## src/rtl/debug_unit_pkg.sv

```systemverilog
// rtl/debug_unit_pkg.sv - shared constants and state types for the debug unit
package debug_unit_pkg;

    localparam int CLKS_PER_BIT_DEF = 5208;

    localparam logic [7:0] CMD_CONT      = 8'h04;
    localparam logic [7:0] CMD_STEP_MODE = 8'h05;
    localparam logic [7:0] CMD_STEP      = 8'h06;
    localparam logic [7:0] CMD_EXIT      = 8'h07;
    localparam logic [7:0] CMD_RST_PC    = 8'h08;
    localparam logic [7:0] RSP_ERR       = 8'hEE;

    typedef enum logic [1:0] {
        ST_IDLE,
        ST_RUN,
        ST_STEP,
        ST_REPLY
    } dbg_state_e;

    typedef enum logic [1:0] {
        U_IDLE,
        U_START,
        U_DATA,
        U_STOP
    } uart_state_e;

endpackage

```

## src/rtl/uart_transceiver.sv

```systemverilog
// rtl/uart_transceiver.sv - 8N1 UART transmitter and mid-bit sampling receiver
module uart_transceiver
    import debug_unit_pkg::*;
#(
    parameter int BYTE         = 8,
    parameter int CLKS_PER_BIT = CLKS_PER_BIT_DEF
) (
    input  logic            clk_i,
    input  logic            rst_i,
    input  logic            tx_start_i,
    input  logic [BYTE-1:0] tx_data_i,
    output logic            tx_line_o,
    output logic            tx_busy_o,
    input  logic            rx_line_i,
    output logic [BYTE-1:0] rx_data_o,
    output logic            rx_valid_o
);

    localparam int CW = $clog2(CLKS_PER_BIT) + 1;
    localparam int IW = $clog2(BYTE);
    localparam logic [CW-1:0] CNT_LAST = CW'(CLKS_PER_BIT - 1);
    localparam logic [CW-1:0] CNT_HALF = CW'(CLKS_PER_BIT / 2 - 1);
    localparam logic [IW-1:0] IDX_LAST = IW'(BYTE - 1);

    uart_state_e     tx_state_q;
    logic [CW-1:0]   tx_cnt_q;
    logic [IW-1:0]   tx_idx_q;
    logic [BYTE-1:0] tx_shift_q;
    logic            tx_line_q;

    uart_state_e     rx_state_q;
    logic [CW-1:0]   rx_cnt_q;
    logic [IW-1:0]   rx_idx_q;
    logic [BYTE-1:0] rx_shift_q;
    logic [BYTE-1:0] rx_data_q;
    logic            rx_valid_q;

    // Transmitter: latch the byte when idle, then start, data LSB first, stop
    always_ff @(posedge clk_i or posedge rst_i) begin
        if (rst_i) begin
            tx_state_q <= U_IDLE;
            tx_cnt_q   <= '0;
            tx_idx_q   <= '0;
            tx_shift_q <= '0;
            tx_line_q  <= 1'b1;
        end else begin
            case (tx_state_q)
                U_IDLE: begin
                    tx_line_q <= 1'b1;
                    if (tx_start_i) begin
                        tx_shift_q <= tx_data_i;
                        tx_line_q  <= 1'b0;
                        tx_cnt_q   <= '0;
                        tx_state_q <= U_START;
                    end
                end
                U_START: begin
                    if (tx_cnt_q == CNT_LAST) begin
                        tx_cnt_q   <= '0;
                        tx_idx_q   <= '0;
                        tx_line_q  <= tx_shift_q[0];
                        tx_state_q <= U_DATA;
                    end else begin
                        tx_cnt_q <= tx_cnt_q + 1'b1;
                    end
                end
                U_DATA: begin
                    if (tx_cnt_q == CNT_LAST) begin
                        tx_cnt_q <= '0;
                        if (tx_idx_q == IDX_LAST) begin
                            tx_line_q  <= 1'b1;
                            tx_state_q <= U_STOP;
                        end else begin
                            tx_idx_q   <= tx_idx_q + 1'b1;
                            tx_shift_q <= tx_shift_q >> 1;
                            tx_line_q  <= tx_shift_q[1];
                        end
                    end else begin
                        tx_cnt_q <= tx_cnt_q + 1'b1;
                    end
                end
                U_STOP: begin
                    if (tx_cnt_q == CNT_LAST) begin
                        tx_cnt_q   <= '0;
                        tx_state_q <= U_IDLE;
                    end else begin
                        tx_cnt_q <= tx_cnt_q + 1'b1;
                    end
                end
                default: tx_state_q <= U_IDLE;
            endcase
        end
    end

    // Receiver: confirm start at mid-bit, sample each bit centre, drop bad stop bits
    always_ff @(posedge clk_i or posedge rst_i) begin
        if (rst_i) begin
            rx_state_q <= U_IDLE;
            rx_cnt_q   <= '0;
            rx_idx_q   <= '0;
            rx_shift_q <= '0;
            rx_data_q  <= '0;
            rx_valid_q <= 1'b0;
        end else begin
            rx_valid_q <= 1'b0;
            case (rx_state_q)
                U_IDLE: begin
                    rx_cnt_q <= '0;
                    if (!rx_line_i) rx_state_q <= U_START;
                end
                U_START: begin
                    if (rx_cnt_q == CNT_HALF) begin
                        rx_cnt_q   <= '0;
                        rx_idx_q   <= '0;
                        rx_state_q <= rx_line_i ? U_IDLE : U_DATA;
                    end else begin
                        rx_cnt_q <= rx_cnt_q + 1'b1;
                    end
                end
                U_DATA: begin
                    if (rx_cnt_q == CNT_LAST) begin
                        rx_cnt_q   <= '0;
                        rx_shift_q <= {rx_line_i, rx_shift_q[BYTE-1:1]};
                        if (rx_idx_q == IDX_LAST) rx_state_q <= U_STOP;
                        else                      rx_idx_q   <= rx_idx_q + 1'b1;
                    end else begin
                        rx_cnt_q <= rx_cnt_q + 1'b1;
                    end
                end
                U_STOP: begin
                    if (rx_cnt_q == CNT_LAST) begin
                        rx_cnt_q   <= '0;
                        rx_state_q <= U_IDLE;
                        if (rx_line_i) begin
                            rx_data_q  <= rx_shift_q;
                            rx_valid_q <= 1'b1;
                        end
                    end else begin
                        rx_cnt_q <= rx_cnt_q + 1'b1;
                    end
                end
                default: rx_state_q <= U_IDLE;
            endcase
        end
    end

    assign tx_line_o  = tx_line_q;
    assign tx_busy_o  = (tx_state_q != U_IDLE);
    assign rx_data_o  = rx_data_q;
    assign rx_valid_o = rx_valid_q;

endmodule

```

## src/rtl/debug_unit_top.sv

```systemverilog
// rtl/debug_unit_top.sv - host UART, debug UART and command FSM driving a PC stub
module debug_unit_top
    import debug_unit_pkg::*;
#(
    parameter int BYTE         = 8,
    parameter int ADDR         = 5,
    parameter int CLKS_PER_BIT = CLKS_PER_BIT_DEF
) (
    input  logic            i_clock,
    input  logic            i_reset,
    input  logic [BYTE-1:0] command,
    input  logic            send,
    output logic [BYTE-1:0] o_response,
    output logic            o_response_valid,
    output logic [ADDR-1:0] o_pc,
    output logic            o_step_mode,
    output logic            o_halt,
    output logic            o_busy
);

    localparam logic [ADDR-1:0] PC_MAX = '1;

    logic            host_line;
    logic            dbg_line;
    logic [BYTE-1:0] dbg_rx_data;
    logic            dbg_rx_valid;
    logic            dbg_tx_busy;

    dbg_state_e      state_q;
    logic [ADDR-1:0] pc_q;
    logic            step_mode_q;
    logic            halt_q;
    logic [BYTE-1:0] reply_q;
    logic            reply_start_q;
    logic            reply_wait_q;

    logic [ADDR-1:0] pc_inc_d;
    logic [BYTE-1:0] pc_byte;
    logic [BYTE-1:0] pc_inc_byte;

    assign pc_inc_d    = pc_q + 1'b1;
    assign pc_byte     = {{(BYTE-ADDR){1'b0}}, pc_q};
    assign pc_inc_byte = {{(BYTE-ADDR){1'b0}}, pc_inc_d};

    uart_transceiver #(.BYTE(BYTE), .CLKS_PER_BIT(CLKS_PER_BIT)) u_host (
        .clk_i      (i_clock),
        .rst_i      (i_reset),
        .tx_start_i (send),
        .tx_data_i  (command),
        .tx_line_o  (host_line),
        .tx_busy_o  (o_busy),
        .rx_line_i  (dbg_line),
        .rx_data_o  (o_response),
        .rx_valid_o (o_response_valid)
    );

    uart_transceiver #(.BYTE(BYTE), .CLKS_PER_BIT(CLKS_PER_BIT)) u_dbg (
        .clk_i      (i_clock),
        .rst_i      (i_reset),
        .tx_start_i (reply_start_q),
        .tx_data_i  (reply_q),
        .tx_line_o  (dbg_line),
        .tx_busy_o  (dbg_tx_busy),
        .rx_line_i  (host_line),
        .rx_data_o  (dbg_rx_data),
        .rx_valid_o (dbg_rx_valid)
    );

    // Command FSM: decode received bytes, run/step the PC stub, send one reply per command
    always_ff @(posedge i_clock or posedge i_reset) begin
        if (i_reset) begin
            state_q       <= ST_IDLE;
            pc_q          <= '0;
            step_mode_q   <= 1'b0;
            halt_q        <= 1'b0;
            reply_q       <= '0;
            reply_start_q <= 1'b0;
            reply_wait_q  <= 1'b0;
        end else begin
            reply_start_q <= 1'b0;
            case (state_q)
                ST_IDLE, ST_STEP: begin
                    if (dbg_rx_valid) begin
                        state_q       <= ST_REPLY;
                        reply_start_q <= 1'b1;
                        reply_wait_q  <= 1'b0;
                        reply_q       <= RSP_ERR;
                        case (dbg_rx_data)
                            CMD_CONT: begin
                                state_q       <= ST_RUN;
                                reply_start_q <= 1'b0;
                            end
                            CMD_STEP_MODE: begin
                                if (state_q == ST_IDLE) begin
                                    step_mode_q <= 1'b1;
                                    reply_q     <= pc_byte;
                                end
                            end
                            CMD_STEP: begin
                                if (state_q == ST_STEP) begin
                                    if (halt_q) begin
                                        reply_q <= pc_byte;
                                    end else begin
                                        pc_q    <= pc_inc_d;
                                        halt_q  <= (pc_inc_d == PC_MAX);
                                        reply_q <= pc_inc_byte;
                                    end
                                end
                            end
                            CMD_EXIT: begin
                                if (state_q == ST_STEP) begin
                                    step_mode_q <= 1'b0;
                                    reply_q     <= pc_byte;
                                end
                            end
                            CMD_RST_PC: begin
                                pc_q    <= '0;
                                halt_q  <= 1'b0;
                                reply_q <= '0;
                            end
                            default: reply_q <= RSP_ERR;
                        endcase
                    end
                end
                ST_RUN: begin
                    if (pc_q == PC_MAX) begin
                        halt_q        <= 1'b1;
                        reply_q       <= pc_byte;
                        reply_start_q <= 1'b1;
                        reply_wait_q  <= 1'b0;
                        state_q       <= ST_REPLY;
                    end else begin
                        pc_q <= pc_inc_d;
                    end
                end
                ST_REPLY: begin
                    // The TX only reports busy the cycle after it sees the start pulse
                    if (dbg_tx_busy) begin
                        reply_wait_q <= 1'b1;
                    end else if (reply_wait_q) begin
                        reply_wait_q <= 1'b0;
                        state_q      <= step_mode_q ? ST_STEP : ST_IDLE;
                    end
                end
                default: state_q <= ST_IDLE;
            endcase
        end
    end

    assign o_pc        = pc_q;
    assign o_step_mode = step_mode_q;
    assign o_halt      = halt_q;

endmodule

```

## config.mk

```make
export PLATFORM = sky130hd
export DESIGN_NAME = debug_unit_top
export DESIGN_NICKNAME = d
export VERILOG_FILES = /design/src/rtl/debug_unit_pkg.sv /design/src/rtl/uart_transceiver.sv /design/src/rtl/debug_unit_top.sv
export SDC_FILE = /design/constraint.sdc
export NUM_CORES = 1
export LEC_CHECK = 0
export ABC_AREA = 0
export CORE_MARGIN = 8
export CORE_UTILIZATION = 61
export DETAILED_ROUTE_END_ITERATION = 8
export PLACE_DENSITY = 0.9
export SYNTH_ARGS = -nofsm -noshare
export SYNTH_HDL_FRONTEND = slang
export SYNTH_SLANG_ARGS = --single-unit
```

## constraint.sdc

```tcl
create_clock -name i_clock -period 5.7 [get_ports i_clock]
set_clock_uncertainty 0.1 [all_clocks]
set_input_delay 1.14 -clock i_clock [delete_from_list [all_inputs] [get_ports i_clock]]
set_output_delay 1.14 -clock i_clock [all_outputs]
set_load 0.01 [all_outputs]
```

==> results of run 1 <==
[cell families after synthesis]
logic type / after synthesis / synth area share, %
AO/OA/AOI/OAI: 113 / 10.4
XOR/XNOR: 51 / 5.95
adder cells (fa/ha/maj): 27 / 4.50
buffers and inverters: 43 / 2.22
flip-flops: 145 / 48.4
multiplexers: 45 / 6.68
AND/OR/NAND/NOR: 321 / 21.9
[flip-flops by register name, summed over array words and instances, names as in the netlist, 2 cells and up, named ones only]
signal / cells
reply_q: 6
u_dbg.tx_shift_q: 8
u_host.rx_data_o: 8
u_dbg.rx_data_o: 8
state_q: 2
u_dbg.rx_shift_q: 8
u_dbg.rx_idx_q: 3
o_pc: 5
u_host.tx_idx_q: 3
u_dbg.tx_cnt_q: 14
u_host.tx_cnt_q: 14
u_host.rx_idx_q: 3
u_host.tx_shift_q: 8
u_host.rx_shift_q: 8
u_dbg.tx_idx_q: 3
u_host.tx_state_q: 2
u_dbg.tx_state_q: 2
u_dbg.rx_cnt_q: 14
u_host.rx_cnt_q: 14
[power breakdown]
| group | leakage [nW] | total [mW] | internal [mW] | switching [mW] |
|---|---|---|---|---|
| Clock | 0.300 | 1.17 | 0.753 | 0.414 |
| Combinational | 1.60 | 0.389 | 0.165 | 0.224 |
| Sequential | 1.96 | 1.19 | 1.11 | 0.0789 |
| Total | 3.86 | 2.74 | 2.02 | 0.717 |
[per-stage QoR]
stage	setup WS, ns	hold slack [ns]	std cells
after floorplan	0.569	0.325	745
after global placement	2.79	0.338	898
after detailed placement	2.77	0.349	898
after CTS	2.57	0.356	930
after global routing	2.45	0.391	930
final	2.58	0.355	930
[layer usage]
| layer | track usage (%) | up-vias | wire (um) |
|---|---|---|---|
| met5 | 0 | - | 0 |
| met3 | 5.07 | 24 | 697 |
| met1 | 23.1 | 2842 | 6510 |
| met4 | 7.21 | 0 | 244 |
| li1 | - | 2683 | - |
| met2 | 34.1 | 146 | 7940 |
[Yosys cell counts, types with 5 or more instances]
cell type / instances / area, um^2
xor2_1: 26 / 228
a31oi_1: 6 / 37.5
o31ai_1: 7 / 52.6
clkbuf_1: 16 / 60.1
xnor2_1: 25 / 219
o21ai_0: 32 / 160
nor2b_1: 9 / 56.3
nand2_1: 87 / 327
mux2_2: 40 / 450
nor2_1: 99 / 372
and3_1: 6 / 37.5
o22ai_1: 8 / 50.1
ha_1: 27 / 338
dfrtp_1: 143 / 3580
nand2b_1: 11 / 68.8
and4_1: 6 / 52.6
inv_1: 21 / 78.8
a2bb2oi_1: 8 / 70.1
nor3_1: 14 / 70.1
a22o_1: 7 / 61.3
and2_1: 5 / 31.3
a21oi_1: 13 / 65.1
nand4_1: 16 / 100
nand3_1: 28 / 140
[worst paths after layout]
kind / from / end
max reg2reg: u_host.tx_cnt_q[8] / u_host.tx_cnt_q[7]
min: u_dbg.rx_cnt_q[0] / u_dbg.rx_cnt_q[0]
min reg2reg: u_dbg.rx_cnt_q[0] / u_dbg.rx_cnt_q[0]
min in group asynchronous: i_reset / o_pc[4]
max in group asynchronous: i_reset / u_host.rx_idx_q[0]
max: u_host.tx_state_q[0] / o_busy
[layout make-up]
type                    instances  share of cell area [%]
well taps                     147                    2.16
clock inverters                10                    1.87
clock buffers                  22                    5.45
inverters                      21                   0.985
multi-input cells             557                    43.6
repair buffers                 28                    3.26
flip-flops and latches        145                    42.7
[placed cells by master, fill, tap and decap left out, types with 5 or more instances in the layout]
master / count
dfrtp_1: 143
nor2_1: 99
nand2_1: 87
mux2_2: 40
o21ai_0: 32
nand3_1: 28
ha_1: 27
clkdlybuf4s50_1: 27
xor2_1: 26
xnor2_1: 25
inv_1: 20
clkbuf_16: 17
nand4_1: 16
nor3_1: 14
a21oi_1: 13
nand2b_1: 11
nor2b_1: 9
o22ai_1: 8
a2bb2oi_1: 8
o31ai_1: 7
a22o_1: 7
and4_1: 6
and3_1: 6
a31oi_1: 6
and2_1: 5
==> summary.txt, run 1 <==
Run status
  • Status: completed

Detailed routing
  • ANT nets after route: 0
  • WL per Instance: 16.5 um
  • Via Count: 5,695
  • Vias/cell: 6.12
  • Pre-antenna DRT Iters: 6
  • Initial DRC count: approximately 430
  • DRC viols: 0
  • DRT Wirelength: 15,400 um

STA
  • Fmax: 321 MHz
  • Final min period: 3.12 ns
  • Setup-failing EPs final: 0
  • Period utilization: 54.7%
  • Setup Total Neg Slack: 0 ns
  • Tightest Pin Transition: between 1 and 1.5 ns
  • RSZ-0062 raised after global routing: false
  • Count of final max-slew check failures: 0
  • Relative slew margins: 31.8%
  • Final Hold Fails: 0

Placement
  • GP Congestion: about 0.86
  • PortBufs: 27
  • Detail Placement HPWL: ~10,000 um
  • DP Area: slightly below 0.008 mm^2

Pwr
  • P_leak: 3.86 nW
  • Worst VDD drop: 238 uV
  • Total power: roughly 2.7 mW
  • PD cells: 322 mW/mm^2

Setup path
  • CP Cell Sequence: inv_1, ha_1, inv_1, clkdlybuf4s50_1
  • Data arrival, critical path: 1.88 ns
  • Worst Path Max Fanout: 5
  • CP delay by family, top: buffers and inverters
  • Slowest-stage cell, CP: clkdlybuf4s50_1
  • Max stage delay on crit path: roughly 0.55 ns
  • Critical Path Sink Type: output pin
  • Crit path depth: 4
  • Crit path required time: 4.46 ns
  • Crit path buf inv count: 3
  • CP Class: reg2out
  • Worst R2R Setup Slack: 3.01 ns
  • R2R depth: 5
  • Most frequent CP cell: inv_1
  • CP Launch Type: flip-flop

GRT
  • Global-route wire length before repair: 26,100 um
  • Initial antenna violation count: 0
  • Largest net degree at the start of global routing: around 120
  • Number of global-route vias before repair: 5,636
  • GRT Overall Usage: 19.7%
  • Remaining Overflow, GRT: 0

Min path
  • Hold WC Path Type: reg2reg
  • WHS Path Cells: 1

Clock network
  • CTS Buf Count: 17
  • Hold Buf Count CTS: 0
  • Post-CTS sizing: 0
  • Clock-pin slew of the registers on the worst-case setup and hold paths: about 0.060 ns
  • Clock Tree Buf Depth: 2
  • # H-tree levels: 4
  • CTS Root Cell: clkbuf_16
  • CTS tree: done
  • Worst-Skew Late Latency: 0.43 ns
  • # Post-CTS Setup Buffers: 0
  • CTS Sinks: between 100 and 150

Floorplanning
  • Die area: 0.0161 mm^2
  • I/O pin count: 28
  • Die width: 127 um
  • Site Rows: 40
  • DIE HEIGHT: about 130 um
  • Core Area: roughly 0.012 mm^2
  • Initial Util: 62.5%

Final layout
  • Fin util: a little under three quarters
  • Share of post-route cells with drive strength above 1: between 10% and 20%
  • Cell area after layout: 0.00851 mm^2
  • Register area: 0.00363 mm^2
  • Filler cell count: 828
  • Nets: 808
  • Area of the multi-input gates: 0.00371 mm^2
  • Syn-to-layout area delta: 13.3%
  • ANT cells: 0

Logic synthesis
  • Register area share after synthesis: roughly half
  • Syn nets: 783
  • Synthesis Warnings: 0
  • Synthesized area: 0.00751 mm^2
  • Post-synth EDFFs: 0
  • Syn_area_per_cell: 10.1 um^2
  • Synth async-reset ratio: between 90% and 100%
  • Top FF cell, synth: dfrtp_1
  • Post-synthesis sequential element count: roughly 150
  • Netlist cell types: 68
  • Syn Inst Count: 745

Flow run
  • Max_cap viols: 0
Power figures use the tool's default switching activity.
==> inputs of run 2 (changes only) <==
==> constraint.sdc (replaced) <==
create_clock -name i_clock -period 3 [get_ports i_clock]
set_clock_uncertainty 0.1 [all_clocks]
set_input_delay 0.6 -clock i_clock [delete_from_list [all_inputs] [get_ports i_clock]]
set_output_delay 0.6 -clock i_clock [all_outputs]
set_load 0.01 [all_outputs]
==> summary.txt, run 2 (synthesis gave the netlist of run 1 again) <==
Setup path
  • Critical Path Sink Type: output pin (unchanged)
  • Data arrival, critical path: 1.94 ns (was 1.88 ns)
  • Most frequent CP cell: inv_1 (unchanged)
  • CP Launch Type: flip-flop (unchanged)
  • Max stage delay on crit path: 0.56 ns (was 0.55 ns)
  • CP Class: reg2out (unchanged)
  • Slowest-stage cell, CP: clkdlybuf4s50_1 (unchanged)
  • Crit path required time: 2.30 ns (was 4.46 ns)
  • Worst Path Max Fanout: 5 (unchanged)
  • CP Cell Sequence: inv_1, ha_1, inv_1, clkdlybuf4s50_1 (unchanged)

STA
  • Final min period: 2.64 ns
  • Count of final max-slew check failures: 0 (unchanged)
  • Setup-failing EPs final: 0 (unchanged)
  • Tightest Pin Transition: 0.741 ns (was 1.02 ns)
  • Final Hold Fails: 0 (unchanged)
  • RSZ-0062 raised after global routing: false (unchanged)
  • Setup Total Neg Slack: 0 ns (unchanged)
  • Relative slew margins: 50.6% (was 31.8%)
  • Period utilization: between 80% and 90%
  • Fmax: about 380 MHz

Clock network
  • CTS Sinks: 145 (unchanged)
  • CTS tree: done (unchanged)
  • Hold Buf Count CTS: 0 (unchanged)
  • CTS Buf Count: 17 (unchanged)
  • Post-CTS sizing: 0 (unchanged)
  • Clock-pin slew of the registers on the worst-case setup and hold paths: 0.06 ns (about the same)
  • Worst-Skew Late Latency: 0.42 ns (was 0.43 ns)
  • CTS Root Cell: clkbuf_16 (unchanged)
  • # Post-CTS Setup Buffers: 0 (unchanged)
  • # H-tree levels: 4 (unchanged)
  • Clock Tree Buf Depth: 2 (unchanged)

Detailed routing
  • Via Count: 5,698 (was 5,695)
  • Vias/cell: 6.07 (was 6.12)
  • DRT Wirelength: 15,500 um (was 15,400 um)
  • WL per Instance: 16.6 um (was 16.5 um)
  • ANT nets after route: 0 (unchanged)
  • DRC viols: 0 (unchanged)
  • Pre-antenna DRT Iters: 6 (unchanged)
  • Initial DRC count: 555 (was 427)

Placement
  • Detail Placement HPWL: 10,800 um (was 10,300 um)
  • GP Congestion: 0.852 (was 0.860)
  • PortBufs: 27 (unchanged)
  • DP Area: 0.00799 mm^2 (was 0.00789 mm^2)

Pwr
  • Total power: 4.98 mW (was 2.74 mW)
  • PD cells: 582 mW/mm^2 (was 322 mW/mm^2)
  • Worst VDD drop: 642 uV (was 238 uV)
  • P_leak: 3.90 nW (was 3.86 nW)

Floorplanning
  • Die area: 0.0161 mm^2 (unchanged)
  • Initial Util: 62.5% (unchanged)
  • Core Area: 0.0120 mm^2 (unchanged)
  • I/O pin count: 28 (unchanged)
  • Die width: 127 um (unchanged)
  • Site Rows: 40 (unchanged)
  • DIE HEIGHT: 127 um (unchanged)

Final layout
  • Syn-to-layout area delta: 13.8% (was 13.3%)
  • Filler cell count: 821 (was 828)
  • Share of post-route cells with drive strength above 1: 12.9% (was 11.9%)
  • Cell area after layout: 0.00855 mm^2 (was 0.00851 mm^2)
  • Commonest non-fill, non-tap cell in the layout: dfrtp_1 (unchanged)
  • Fin util: 71.2% (was 70.9%)
  • Register area: 0.00363 mm^2 (unchanged)
  • Nets: 817 (was 808)
  • Area of the multi-input gates: 0.00371 mm^2 (unchanged)
  • ANT cells: 0 (unchanged)
  • Most frequent cells in the layout: dfrtp_1, nor2_1, nand2_1, mux2_2, o21ai_0 (unchanged)

Min path
  • Hold WC Path Type: reg2reg (unchanged)

Run status
  • Status: completed (unchanged)

GRT
  • Remaining Overflow, GRT: 0 (unchanged)
  • Global-route wire length before repair: 27,300 um (was 26,100 um)
  • Number of global-route vias before repair: 5,778 (was 5,636)
  • GRT Overall Usage: 20.5% (was 19.7%)
  • Largest net degree at the start of global routing: 40 (was 117)
  • Initial antenna violation count: 0 (unchanged)

Flow run
  • Max_cap viols: 0 (unchanged)
==> run 2: cell count changes in the layout (fill, tap and decap cells not counted), moves of 2 or more <==
cell	delta
buf_4	+6
clkinv_2	+2
clkbuf_8	+5
bufinv_16	-4
buf_12	+3
==> run 2: layer usage <==
| layer | GRT usage (%) | vias to the layer above | share of wire, % |
|---|---|---|---|
| li1 | - | 2705 | - |
| met1 | 24.5 | 2823 | 43 |
| met2 | 35.1 | 140 | 52 |
| met3 | 5.40 | 30 | 3.9 |
| met4 | 6.93 | 0 | 1.9 |
| met5 | 0 | - | 0 |
==> run 2: through the flow <==
step | worst slack (ns) | cells | hold WS, ns
final | 0.358 | 938 | 0.359
after global routing | 0.242 | 938 | 0.405
after CTS | 0.353 | 938 | 0.361
after detailed placement | 0.459 | 907 | 0.351
after global placement | 0.556 | 907 | 0.340
after floorplan | 0.483 | 745 | 0.325
==> run 2: where the power goes <==
group          leakage [nW]  internal (mW)  switching [mW]
logic                  1.66          0.331           0.436
clock network         0.282           1.20           0.765
registers              1.96           2.10           0.145
==> run 2: cell type report <==
class	count	share of cell area, %
flip-flops and latches	145	42.5
repair buffers	37	4.48
well taps	147	2.15
multi-input cells	557	43.4
clock inverters	5	0.293
inverters	21	0.966
clock buffers	26	6.19
==> run 2: final timing paths <==
| path | slack (ns) | startpoint | endpoint | cells past startpoint |
|---|---|---|---|---|
| worst min register to register | 0.36 | u_host.rx_cnt_q[0] | u_host.rx_cnt_q[0] | 1 |
| worst max register to register | 0.40 | u_host.tx_cnt_q[8] | u_host.tx_shift_q[0] | 5 |
| max in group asynchronous | 1.62 | i_reset | u_dbg.rx_cnt_q[8] | 3 |
| worst max-delay path | 0.36 | u_host.tx_state_q[0] | o_busy | 4 |
| worst min-delay path | 0.36 | u_host.rx_cnt_q[0] | u_host.rx_cnt_q[0] | 1 |
| min in group asynchronous | 0.52 | i_reset | u_host.tx_shift_q[4] | 2 |
==> run 2: critical path: cells and delay by family, from the launching register on <==
family / cells / cell delay (ns)
adders and majority gates: 1 / 0.29
buffers and inverters: 3 / 0.80
DFF: 1 / 0.43
==> RTL change, RTL diff (settings of run 1) <==
Re-encode `dbg_state_e` (4 states) as one-hot, 4 bits wide.
--- a/src/rtl/debug_unit_pkg.sv
+++ b/src/rtl/debug_unit_pkg.sv
@@ -12,7 +12,7 @@
 
-    typedef enum logic [1:0] {
-        ST_IDLE,
-        ST_RUN,
-        ST_STEP,
-        ST_REPLY
+    typedef enum logic [3:0] {
+        ST_IDLE  = 4'b0001,
+        ST_RUN   = 4'b0010,
+        ST_STEP  = 4'b0100,
+        ST_REPLY = 4'b1000
     } dbg_state_e;
Check against the original RTL: same outputs for any inputs over 10 cycles, from zero or initial values and one cycle with i_reset high; not proved beyond that.
==> RTL change against run 1 <==
Die area increased by 1.3%; largest cell class unchanged; cell area increased by 1.3%; wire length up 2.1%; critical path depth unchanged; worst setup slack better by 19 ps; synthesized area up 1.5%; clock power shrank 4%; non-clock buffer count increased by 1; sequential cell count up 2; register-to-register slack lost 190 ps; utilization decreased by 1.4 points; via count decreased by 2.0%; total power decreased by 3.4%.
==> RTL change: results (changes against run 1) <==
stage	metric	value	unit	change
hold_path	Hold WC Path Type	flop to flop		
cts	CTS clk-pin slew, worst paths	60	ps	about the same
synthesis	Syn Nets	766		-2.2%
routing	Routed WL per cell	16.8	um	+1.3%
run_status	status	finished clean		
synthesis	Ys Warns	0		unchanged
placement	gpl congestion	0.855		-0.48%
routing	Post-route DRC	0		unchanged
cells_and_area	Finished Layout Cells	937		+0.75%
worst_setup_path	setup slack, reg-to-reg	2820	ps	-190 ps
hold_path	worst hold endpoint	u_dbg.rx_cnt_q[0]		
global_route	GR Util met3	0.0478		-0.00285
cells_and_area	Fillers	864		+4.3%
synthesis	fraction of registers with async set/reset	1.00		unchanged
synthesis	Cell variety after synth	64		-5.9%
worst_setup_path	Crit Path Max Fanout	5		unchanged
cells_and_area	Ant. Diodes	0		unchanged
sta	fin. max-slew vios	0		unchanged
global_route	GRT met1 Usage	0.239		+0.00810
routing	DRT iter0 DRCs	494		+16%
placement	hpwl dp	10.7	mm	+3.2%
worst_setup_path	origin of the worst setup path	u_host.tx_state_q[0]		
synthesis	Cells after Synth	728		-2.3%
hold_path	Hold Crit Depth	1		unchanged
power	P_leak	4.01	nW	+4.0%
routing	Pre-antenna DRT Iters	4		-2
global_route	Total GRT Usage	0.204		+0.00708
global_route	met2 usage	0.358		+0.0168
cts	CTS Buffer Depth	2		unchanged
synthesis	synth top area cells	dfrtp_1 47%, mux2_2 8.4%, ha_1 4.4%		
cts	setup bufs post-CTS	0		unchanged
cts	Root Buffer	clkbuf_16		
worst_setup_path	R2R Path Start	u_dbg.tx_cnt_q[11]		
global_route	initial antenna violation count	0		unchanged
synthesis	top post-synthesis cells by count	144 x dfrtp_1, 88 x nor2_1, 68 x nand2_1		
cts	TritonCTS Buffers	17		unchanged
routing	via count	5580		-2.0%
cells_and_area	post-layout net count	790		-2.2%
synthesis	Seq/Total Area, Yosys	0.483		about the same
global_route	via count of the first global-routing pass	5712		+1.3%
global_route	pin count of the biggest net entering global routing	79		-32%
global_route	first-pass GRT wire length	27.0	mm	+3.2%
placement	Cell Area, Placed	8020	um^2	+1.7%
sta	worst slew pin tran	1170	ps	+151 ps
placement	placed cell count	905		+0.78%
worst_setup_path	r2r endpoint	u_dbg.tx_shift_q[6]		
synthesis	main flop type after synthesis	dfrtp_1		
cells_and_area	layout cells sized above 1	0.149		+0.0302
power	VDD IR max	0.266	mV	+12%
cts	H-Tree Depth	4		unchanged
[RTL change: worst max-delay path, stage by stage, from the launching register on]
cell and delay [ps]:
dfrtp_1 420, inv_1 100, ha_1 250, inv_1 120, clkdlybuf4s50_1 560
[RTL change: power by group]
group / switching [mW] / internal [mW] / total, mW
clock: 0.416 / 0.701 / 1.12
sequential: 0.0552 / 1.11 / 1.17
combinational: 0.200 / 0.163 / 0.363
[RTL change: logic make-up after synthesis]
logic type / after synthesis / share of synthesized area
muxes: 68 / 0.105
AOI/OAI and AO/OA: 89 / 0.0783
adders and majority gates: 27 / 0.0443
and+or+nand+nor: 302 / 0.206
buffers and inverters: 43 / 0.0230
DFF: 147 / 0.483
xor gates and xnor gates: 52 / 0.0598
[RTL change: routing by layer]
metal	vias up	wire length (um)	share of wire
met3	24	767	0.049
met4	0	222	0.014
li1	2609	-	-
met1	2787	6560	0.42
met2	160	8170	0.52
met5	-	0	0
[RTL change: final cells by class]
type | instances | area (um^2) | area share
Sequential cell | 147 | 3680 | 0.427
Multi-Input combinational cell | 538 | 3760 | 0.436
Tap cell | 172 | 215 | 0.0250
Timing Repair Buffer | 29 | 285 | 0.0331
Clock inverter | 8 | 98.8 | 0.0115
Inverter | 19 | 76.3 | 0.00885
Clock buffer | 24 | 502 | 0.0582
[RTL change: metrics by stage]
step / hold slack [ps] / worst slack (ps)
floorplan: 325 / 514
global placement: 337 / 2840
detailed placement: 363 / 2740
CTS: 370 / 2580
global route: 402 / 2500
finish: 374 / 2600
